File: src/rtl/pixel_tile_arbiter.sv
// Groups a pixel event array into GRP x GRP tiles, requests per tile upward,
// and drains an enabled tile round-robin as registered valid/ready events.
module pixel_tile_arbiter #(
  parameter int ROWS     = 8,
  parameter int COLS     = 8,
  parameter int POLARITY = 2,
  parameter int GRP      = 4,
  parameter int GR       = ROWS / GRP,
  parameter int GC       = COLS / GRP,
  parameter int XW       = $clog2(ROWS),
  parameter int YW       = $clog2(COLS)
) (
  input  logic                                   clk_i,
  input  logic                                   reset_i,
  input  logic [ROWS-1:0][COLS-1:0][POLARITY-1:0] req_i,
  input  logic [GR-1:0][GC-1:0]                  enable_i,
  output logic [GR-1:0][GC-1:0]                  req_o,
  output logic                                   evt_valid_o,
  input  logic                                   evt_ready_i,
  output logic [XW-1:0]                          evt_x_o,
  output logic [YW-1:0]                          evt_y_o,
  output logic [POLARITY-1:0]                    evt_pol_o,
  output logic [ROWS-1:0][COLS-1:0]              gnt_out_o,
  output logic                                   grp_release_o,
  output logic                                   active_o
);

  localparam int NG = GR * GC;
  localparam int NL = GRP * GRP;
  localparam int LW = (NL > 1) ? $clog2(NL) : 1;
  localparam int GW = (NG > 1) ? $clog2(NG) : 1;

  typedef enum logic [1:0] {IDLE, SERVE, RELEASE} state_t;

  state_t state, state_n;

  logic [ROWS-1:0][COLS-1:0] served;
  logic [LW-1:0]             ptr [NG];
  logic [GW-1:0]             g_cur, grp, sel_g;
  logic [LW-1:0]             cur_idx, start, pick;
  logic                      sel_ok, found, load, hs, clr;
  logic [NG-1:0][NL-1:0]     gpend;
  logic [NG-1:0][NL-1:0][POLARITY-1:0] gpol;
  logic [NG-1:0]             en_flat;
  logic [NL-1:0]             lp;

  // Regroup the array as [group][local index] so tiles index by one value.
  always_comb begin
    gpend = '0;
    gpol  = '0;
    for (int r = 0; r < ROWS; r++) begin
      for (int c = 0; c < COLS; c++) begin
        gpend[(r/GRP)*GC + c/GRP][(r%GRP)*GRP + c%GRP] =
          (|req_i[r][c]) & ~served[r][c];
        gpol[(r/GRP)*GC + c/GRP][(r%GRP)*GRP + c%GRP] = req_i[r][c];
      end
    end
  end

  always_comb begin
    req_o   = '0;
    en_flat = '0;
    for (int g = 0; g < NG; g++) begin
      req_o[g/GC][g%GC] = |gpend[g];
      en_flat[g]        = enable_i[g/GC][g%GC];
    end
  end

  always_comb begin
    sel_g  = '0;
    sel_ok = 1'b0;
    for (int g = NG - 1; g >= 0; g--) begin
      if (en_flat[g]) begin
        sel_g  = GW'(g);
        sel_ok = 1'b1;
      end
    end
  end

  // While serving, the pixel in flight is excluded so the next pick is ready
  // in the same cycle as its handshake.
  always_comb begin
    logic [LW-1:0] j;
    j     = '0;
    grp   = (state == IDLE) ? sel_g : g_cur;
    start = (state == IDLE) ? ptr[sel_g] : cur_idx;
    lp    = gpend[grp];
    if (state != IDLE) lp[cur_idx] = 1'b0;
    found = 1'b0;
    pick  = '0;
    for (int k = 1; k <= NL; k++) begin
      j = LW'((int'(start) + k) % NL);
      if (!found && lp[j]) begin
        found = 1'b1;
        pick  = j;
      end
    end
  end

  always_comb begin
    state_n = state;
    load    = 1'b0;
    hs      = 1'b0;
    clr     = 1'b0;
    unique case (state)
      IDLE: begin
        if (sel_ok && found) begin
          load    = 1'b1;
          state_n = SERVE;
        end
      end
      SERVE: begin
        if (evt_ready_i) begin
          hs = 1'b1;
          if (!en_flat[g_cur]) state_n = IDLE;
          else if (found)      load    = 1'b1;
          else                 state_n = RELEASE;
        end
      end
      RELEASE: begin
        clr     = 1'b1;
        state_n = IDLE;
      end
      default: state_n = IDLE;
    endcase
  end

  assign evt_valid_o   = (state == SERVE);
  assign grp_release_o = (state == RELEASE);
  assign active_o      = (state != IDLE);

  always_ff @(posedge clk_i) begin
    if (reset_i) state <= IDLE;
    else         state <= state_n;
  end

  always_ff @(posedge clk_i) begin
    if (reset_i) begin
      served    <= '0;
      g_cur     <= '0;
      cur_idx   <= '0;
      evt_x_o   <= '0;
      evt_y_o   <= '0;
      evt_pol_o <= '0;
      gnt_out_o <= '0;
      for (int g = 0; g < NG; g++) ptr[g] <= LW'(NL - 1);
    end else begin
      gnt_out_o <= '0;
      if (hs) begin
        served[evt_x_o][evt_y_o]    <= 1'b1;
        gnt_out_o[evt_x_o][evt_y_o] <= 1'b1;
        ptr[g_cur]                  <= cur_idx;
      end
      if (clr) begin
        for (int r = 0; r < ROWS; r++)
          for (int c = 0; c < COLS; c++)
            if (((r/GRP)*GC + c/GRP) == int'(g_cur)) served[r][c] <= 1'b0;
      end
      if (load) begin
        g_cur     <= grp;
        cur_idx   <= pick;
        evt_x_o   <= XW'((int'(grp) / GC) * GRP + int'(pick) / GRP);
        evt_y_o   <= YW'((int'(grp) % GC) * GRP + int'(pick) % GRP);
        evt_pol_o <= gpol[grp][pick];
      end
    end
  end

endmodule

File: config.mk
export PLATFORM = sky130hd
export DESIGN_NAME = pixel_tile_arbiter
export DESIGN_NICKNAME = d
export VERILOG_FILES = /design/src/rtl/pixel_tile_arbiter.sv
export SDC_FILE = /design/constraint.sdc
export NUM_CORES = 1
export LEC_CHECK = 0
export CAP_MARGIN = 25
export CORE_MARGIN = 2
export CORE_UTILIZATION = 30
export DETAILED_ROUTE_END_ITERATION = 6
export GPL_TIMING_DRIVEN = 0
export PLACE_DENSITY = 0.48
export SLEW_MARGIN = 0
export SYNTH_ARGS = -nofsm -noshare
export SYNTH_HDL_FRONTEND = slang
export SYNTH_SLANG_ARGS = --single-unit
export TNS_END_PERCENT = 10
File: constraint.sdc
create_clock -name clk_i -period 10.19 [get_ports clk_i]
set_clock_uncertainty 0.05 [all_clocks]
set_input_delay 2.038 -clock clk_i [delete_from_list [all_inputs] [get_ports clk_i]]
set_output_delay 2.038 -clock clk_i [all_outputs]
set_load 0.005 [all_outputs]
=== Word level (Yosys, flattened, before mapping) ===
Memory sizes are Yosys's and may differ from the RTL's.
Cells that the tools add are included.

* Add/sub/neg operators: 18
* Multipliers: 0
* Divide/modulo/power cells: 0
* Magnitude comparators: 25
* Equality and inequality tests: 8
* Shifts and indexed selects: 0
* Mux-type cells: 176
* Bitwise gates (word level): 132
* Reduce and logical (&&, ||, !) cells: 108

{| class="wikitable"
|+ Operators with widths
! operator !! count
|-
| 2-bit OR reduction || 65
|-
| 64-bit 2-to-1 mux || 2
|-
| 1-bit 2-to-1 mux || 116
|-
| 4-bit by 5-bit less-than comparator with 1-bit output (second input constant) || 18
|-
| 4-bit 2-to-1 mux || 18
|-
| 1-bit inverter || 65
|-
| 1-bit AND || 64
|-
| 1-bit binary-select mux with 4-bit select || 16
|-
| 32-bit binary-select mux with 2-bit select || 1
|-
| 64-bit bitwise OR || 1
|-
| 16-bit OR reduction || 4
|-
| 4-bit adder (second input constant) || 8
|-
| 16-bit binary-select mux with 2-bit select || 1
|-
| 16-bit 2-to-1 mux || 2
|-
| 32-bit 2-to-1 mux || 1
|-
| 8-bit demux with 3-bit select || 1
|-
| 2-bit 2-to-1 mux || 11
|-
| 1-bit logical AND || 19
|-
| 4-bit by 3-bit adder with 4-bit output (second input constant) || 4
|-
| 16-bit AND || 1
|-
| 16-bit inverter || 1
|-
| 1-bit zero test || 15
|-
| 4-bit by 1-bit adder with 4-bit output (second input constant) || 2
|-
| 4-bit by 2-bit adder with 4-bit output (second input constant) || 2
|-
| other kinds (22) || 29
|}

* Register bits after elaboration: 144
* Bits in latches: 0
* Memory bits (writable): 16
* Memory bits (read-only): 0
* Input port bits: 135
* Memories: 1

{| class="wikitable"
|+ Memories
! name !! words !! bits a word !! rd ports !! clocked after memory_dff !! wr ports !! line !! source
|-
| ptr || 4 || 4 || 1 || 0 || 4 || 38 || <nowiki>logic [LW-1:0] ptr [NG];</nowiki>
|}

=== Logic depth before layout (Yosys ltp) ===
* Depth in word-level cells: 61
* Gate-level depth with buffers: 29

=== Worst setup path before layout ===
Ideal clock, no wire load.

* Kind: in2reg
* Start: in enable_i[1] (netlist bit)
* End: reg evt_pol_o[0]
* Library setup time: 0.132 ns
* Arrival: 7.729 ns
* Data required time: 10.008 ns
* Slack: 2.278 ns
* Stages on the path: 29
* Buffers on the path: 8
* Cell sequence: buf_4 -> or2_1 -> buf_4 -> o21ai_2 -> buf_2 -> a31oi_1 -> a221oi_2 -> clkbuf_1 -> ha_1 -> inv_1 -> a311o_1 -> a31o_2 -> and2_1 -> o31ai_1 -> o22a_1 -> nor3_1 -> or4_1 -> buf_2 -> and3_1 -> and4_4 -> or4_1 -> buf_4 -> and2_4 -> buf_6 -> buf_6 -> a211oi_1 -> a211oi_1 -> o41ai_1 -> a21oi_1

* Word-level cells in the longest chain between the ends: 59
* Elaborated cells between the ends (all ways): 133

{| class="wikitable"
|+ Ends and longest elaborated chain
! element !! line !! source
|-
| from (decl) || 16 || <nowiki>input logic [GR-1:0][GC-1:0] enable_i,</nowiki>
|-
| branches (longest 59 deep; another with memory read 4 x 4 bit) || n/a ||
|-
| to (signal assigned) || 164 || <nowiki>evt_pol_o <= gpol[grp][pick];</nowiki>
|-
| to (decl) || 22 || <nowiki>output logic [POLARITY-1:0] evt_pol_o,</nowiki>
|}

Parallel ways; which one is timed is not known. The select of a mux whose other input is x is not followed.
A chain may end at the register's enable or synchronous reset.

=== Worst setup path in the final report ===
* Start: in enable_i[2] (netlist bit)
* End: reg evt_pol_o[0]

* Word-level cells in the longest chain between the ends: 60
* Elaborated cells between the ends (all ways): 135

{| class="wikitable"
|+ Ends and longest elaborated chain
! element
|-
| branches (longest 60 deep; another with memory read 4 x 4 bit)
|}

Parallel ways; which one is timed is not known. The select of a mux whose other input is x is not followed.

==> results.py <==
metrics = {
    "power": {
        "total_power_mw": 3.22,
        "p_leak_nw": 5.21,
        "p_per_area_nw_per_um2": 221,
        "irDropWorstVdd_mv": 0.131,
        "switching_power_mw": 1.57,
        "swShare": 0.489,
        "seqPwrFrac": 0.202,
        "combinationalPowerShare": 0.580,
        "internal_power_mw": 1.64,
        "clockPowerShare": 0.218,
    },
    "placed_design": {
        "placed_area_sq_um": 13800,
        "hpwl_microns": 48800,
        "gp_congestion": 1.01,
        "numPortBuffers": 211,
        "dp_cells": 2153,
    },
    "floorplanning": {
        "row_count": 70,
        "start_util": 0.303,
        "io_pins": 214,
        "die_h_microns": 196,
        "coreArea_sq_um": 36400,
        "dieArea_sq_um": 38300,
        "fp.dieW_microns": 196,
    },
    "synth": {
        "seq_area_frac_synth": 0.294,
        "ys_ff_latch": 154,
        "synth_warnings": 0,
        "synth_ff_type": "dfxtp_1",
        "synthArstFlopShare": 0,
        "avgSynthCellArea_sq_um": 7.52,
        "ys_types": 104,
        "synthCells": 1467,
        "synth_edf_count": 16,
        "syn_nets": 1609,
        "synth_area_sq_um": 11000,
    },
    "global_route": {
        "grtUsageMet2": 0.503,
        "antenna_found_initial": 4,
        "grt_pass1_vias": 12500,
        "grtUsageTotal": 0.311,
        "grt_use_met1": 0.398,
        "grt_first_pass_wirelength_microns": 86800,
        "use_met3": 0.0560,
        "grt_max_degree": 18,
        "top_usage_layer": "met2",
        "grt_overflow_total": 0,
    },
    "drt": {
        "num_vias": 13100,
        "drt_iter0_markers": 1340,
        "wire_per_inst_microns": 27.7,
        "ant_nets": 0,
        "drt_first_pass_iters": 6,
        "vias_per_cell": 5.99,
        "drc": 0,
        "routed_wl_microns": 60700,
    },
    "setup_path": {
        "critPathMaxStageDelay_ns": 0.63,
        "end_kind": "register",
        "start_kind": "input port",
        "cp_slowest_cell": "clkdlybuf4s50_1",
        "arrival_ns": 10.09,
        "critical_path_required_ns": 10.46,
        "cp_top_family": "compound AO/OA/AOI/OAI gates",
        "critPathBufInv": 7,
        "critPathMaxFanout": 12,
        "criticalPathCategory": "in -> reg",
    },
    "finish": {
        "area_delta_synth_final_pct": 31.8,
        "drive_above_1_share": 0.0953,
        "fin_area_sq_um": 14500,
        "multiInputGateArea_sq_um": 7340,
        "nNetsFinal": 1849,
        "fillCellCount": 3824,
        "final_cells": 2191,
        "regArea_sq_um": 3240,
    },
    "job": {
        "drv_cap": 0,
    },
    "sta": {
        "rsz0062_at_grt": "false",
        "report.final.setup_viol": 0,
        "hold_viol_final": 0,
        "period_share": 0.964,
        "tightest_slew_ns": 1.13,
        "fmax_ghz": 0.102,
        "slew_headroom": 0.243,
        "maxSlewViolCount": 0,
        "fin_crit_ns": 9.82,
        "finalSetupTns_ns": 0,
        "hold_slack_ns": 0.417,
    },
    "clocking": {
        "clock_path_buffers": 2,
        "holdBufCountCts": 0,
        "clk_latency_ns": 0.46,
        "clk_pin_slew_ns": 0.08,
        "cts-htree-levels": 4,
        "numCtsBuffers": 17,
        "cts_num_sinks": 154,
        "cts_tree": "built",
        "clockRootBuffer": "clkbuf_16",
    },
    "hold_path": {
        "hp-class": "reg -> reg",
    },
    "run_status": {
        "status": "finished, final reports clean",
    },
}
worst paths after layout:
| kind | to | slack, ns | cells past startpoint | from |
|---|---|---|---|---|
| worst max register to register | evt_pol_o[0] | 2.30 | 27 | state[1] |
| worst min-delay path | served[58] | 0.42 | 2 | served[58] |
| worst min register to register | served[58] | 0.42 | 2 | served[58] |
| worst max-delay path | evt_pol_o[0] | 0.37 | 28 | enable_i[2] |
synthesized netlist by cell type, types with 10 or more instances:
| cell type | n | share of area |
|---|---|---|
| a21oi_1 | 131 | 0.059 |
| o21ba_2 | 10 | 0.0091 |
| inv_1 | 15 | 0.0051 |
| o21ai_1 | 11 | 0.0050 |
| dfxtp_1 | 138 | 0.25 |
| a211oi_1 | 30 | 0.020 |
| edfxtp_1 | 16 | 0.044 |
| mux2i_1 | 28 | 0.025 |
| a31oi_1 | 33 | 0.019 |
| buf_2 | 15 | 0.0068 |
| clkbuf_1 | 47 | 0.016 |
| or2_2 | 10 | 0.0057 |
| o21ai_0 | 40 | 0.018 |
| nand2b_1 | 12 | 0.0068 |
| a21o_1 | 17 | 0.012 |
| nor3_1 | 28 | 0.013 |
| or4_1 | 12 | 0.0082 |
| nand4_1 | 16 | 0.0091 |
| nor2b_1 | 14 | 0.0079 |
| and3_1 | 40 | 0.023 |
| o21bai_1 | 56 | 0.038 |
| or3_1 | 12 | 0.0068 |
| nand2_1 | 219 | 0.075 |
| nor2_1 | 217 | 0.074 |
| o211ai_1 | 19 | 0.013 |
| a221oi_1 | 11 | 0.0087 |
| nand3_1 | 30 | 0.014 |
what timing repair did:
action | 4_1_cts | 5_1_grt
setup endpoints to repair | 0 | 2
setup buffers | 0 | 3
gates resized for setup | 0 | 7
cells in the final DEF, fill, tap and decap left out, types with 10 or more instances in the layout:
cell             synthesis  final
clkbuf_1                47     45
or3_1                   12     12
or4_1                   12     12
o21ai_0                 40     40
a211oi_1                30     30
nor3_1                  28     22
nand2b_1                12     12
buf_6                    7     11
edfxtp_1                16     16
o21ai_1                 11     11
o21ba_2                 10     10
nor2_1                 217    217
nor2b_1                 14     14
mux2i_1                 28     28
a21oi_1                131    131
inv_1                   15     15
and3_1                  40     40
a21o_1                  17     17
a31oi_1                 33     33
buf_2                   15     17
clkbuf_16                0     17
nand4_1                 16     16
nand2_1                219    219
a221oi_1                11     11
clkdlybuf4s50_1          0    211
nand3_1                 30     30
o211ai_1                19     19
dfxtp_1                138    138
o21bai_1                56     56
buf_4                    9     13
or2_2                   10     10
area by class of cell:
class,instances,share of cell area
multi-input cells,1206,0.505
flip-flops and latches,154,0.223
repair buffers,222,0.153
well taps,468,0.0403
clock buffers,18,0.0302
plain buffers,85,0.0293
clock inverters,14,0.0137
inverters,21,0.00542
diodes,3,0.000516
tightest hold or removal path, cell delays in order, from the launching register on:
cell	delay, ns
dfxtp_1	0.32
a21oi_1	0.04
nor2_1	0.07
flip-flops by register name, indices dropped and copies added, names as in the netlist:
name,flops
evt_y_o,2
ptr,16
gnt_out_o,64
evt_pol_o,2
served,64
g_cur,1
state,2
evt_x_o,3
power groups by stage:
stage                     Clock (mW)  Sequential, mW  Combinational, mW
after detailed placement           0           0.663               1.77
after global routing           0.738           0.651               1.97
final                          0.702           0.650               1.86
after global placement             0           0.664               1.77
after floorplan                    0           0.658               1.11
after CTS                      0.709           0.649               1.78
per-layer routing:
metal | wire length [microns] | part of all wire
met1 | 25500 | 0.42
met2 | 27500 | 0.45
met3 | 4550 | 0.075
met4 | 3170 | 0.052
met5 | 13 | 0.00021
cells by family after synthesis:
kind of cell	synth area share
simple gates	0.274
compound gates	0.325
flops	0.294
buf+inv	0.0459
mux	0.0458
xor+xnor	0.00715
fa+ha+maj	0.00794
stage by stage:
step                      worst slack (ns)  utilization
after detailed placement            -0.315        0.379
after CTS                            0.124        0.397
after global routing                0.0173        0.399
final                                0.371        0.399
after global placement              -0.417        0.377
after floorplan                       2.28            -
Power figures use the tool's default switching activity.
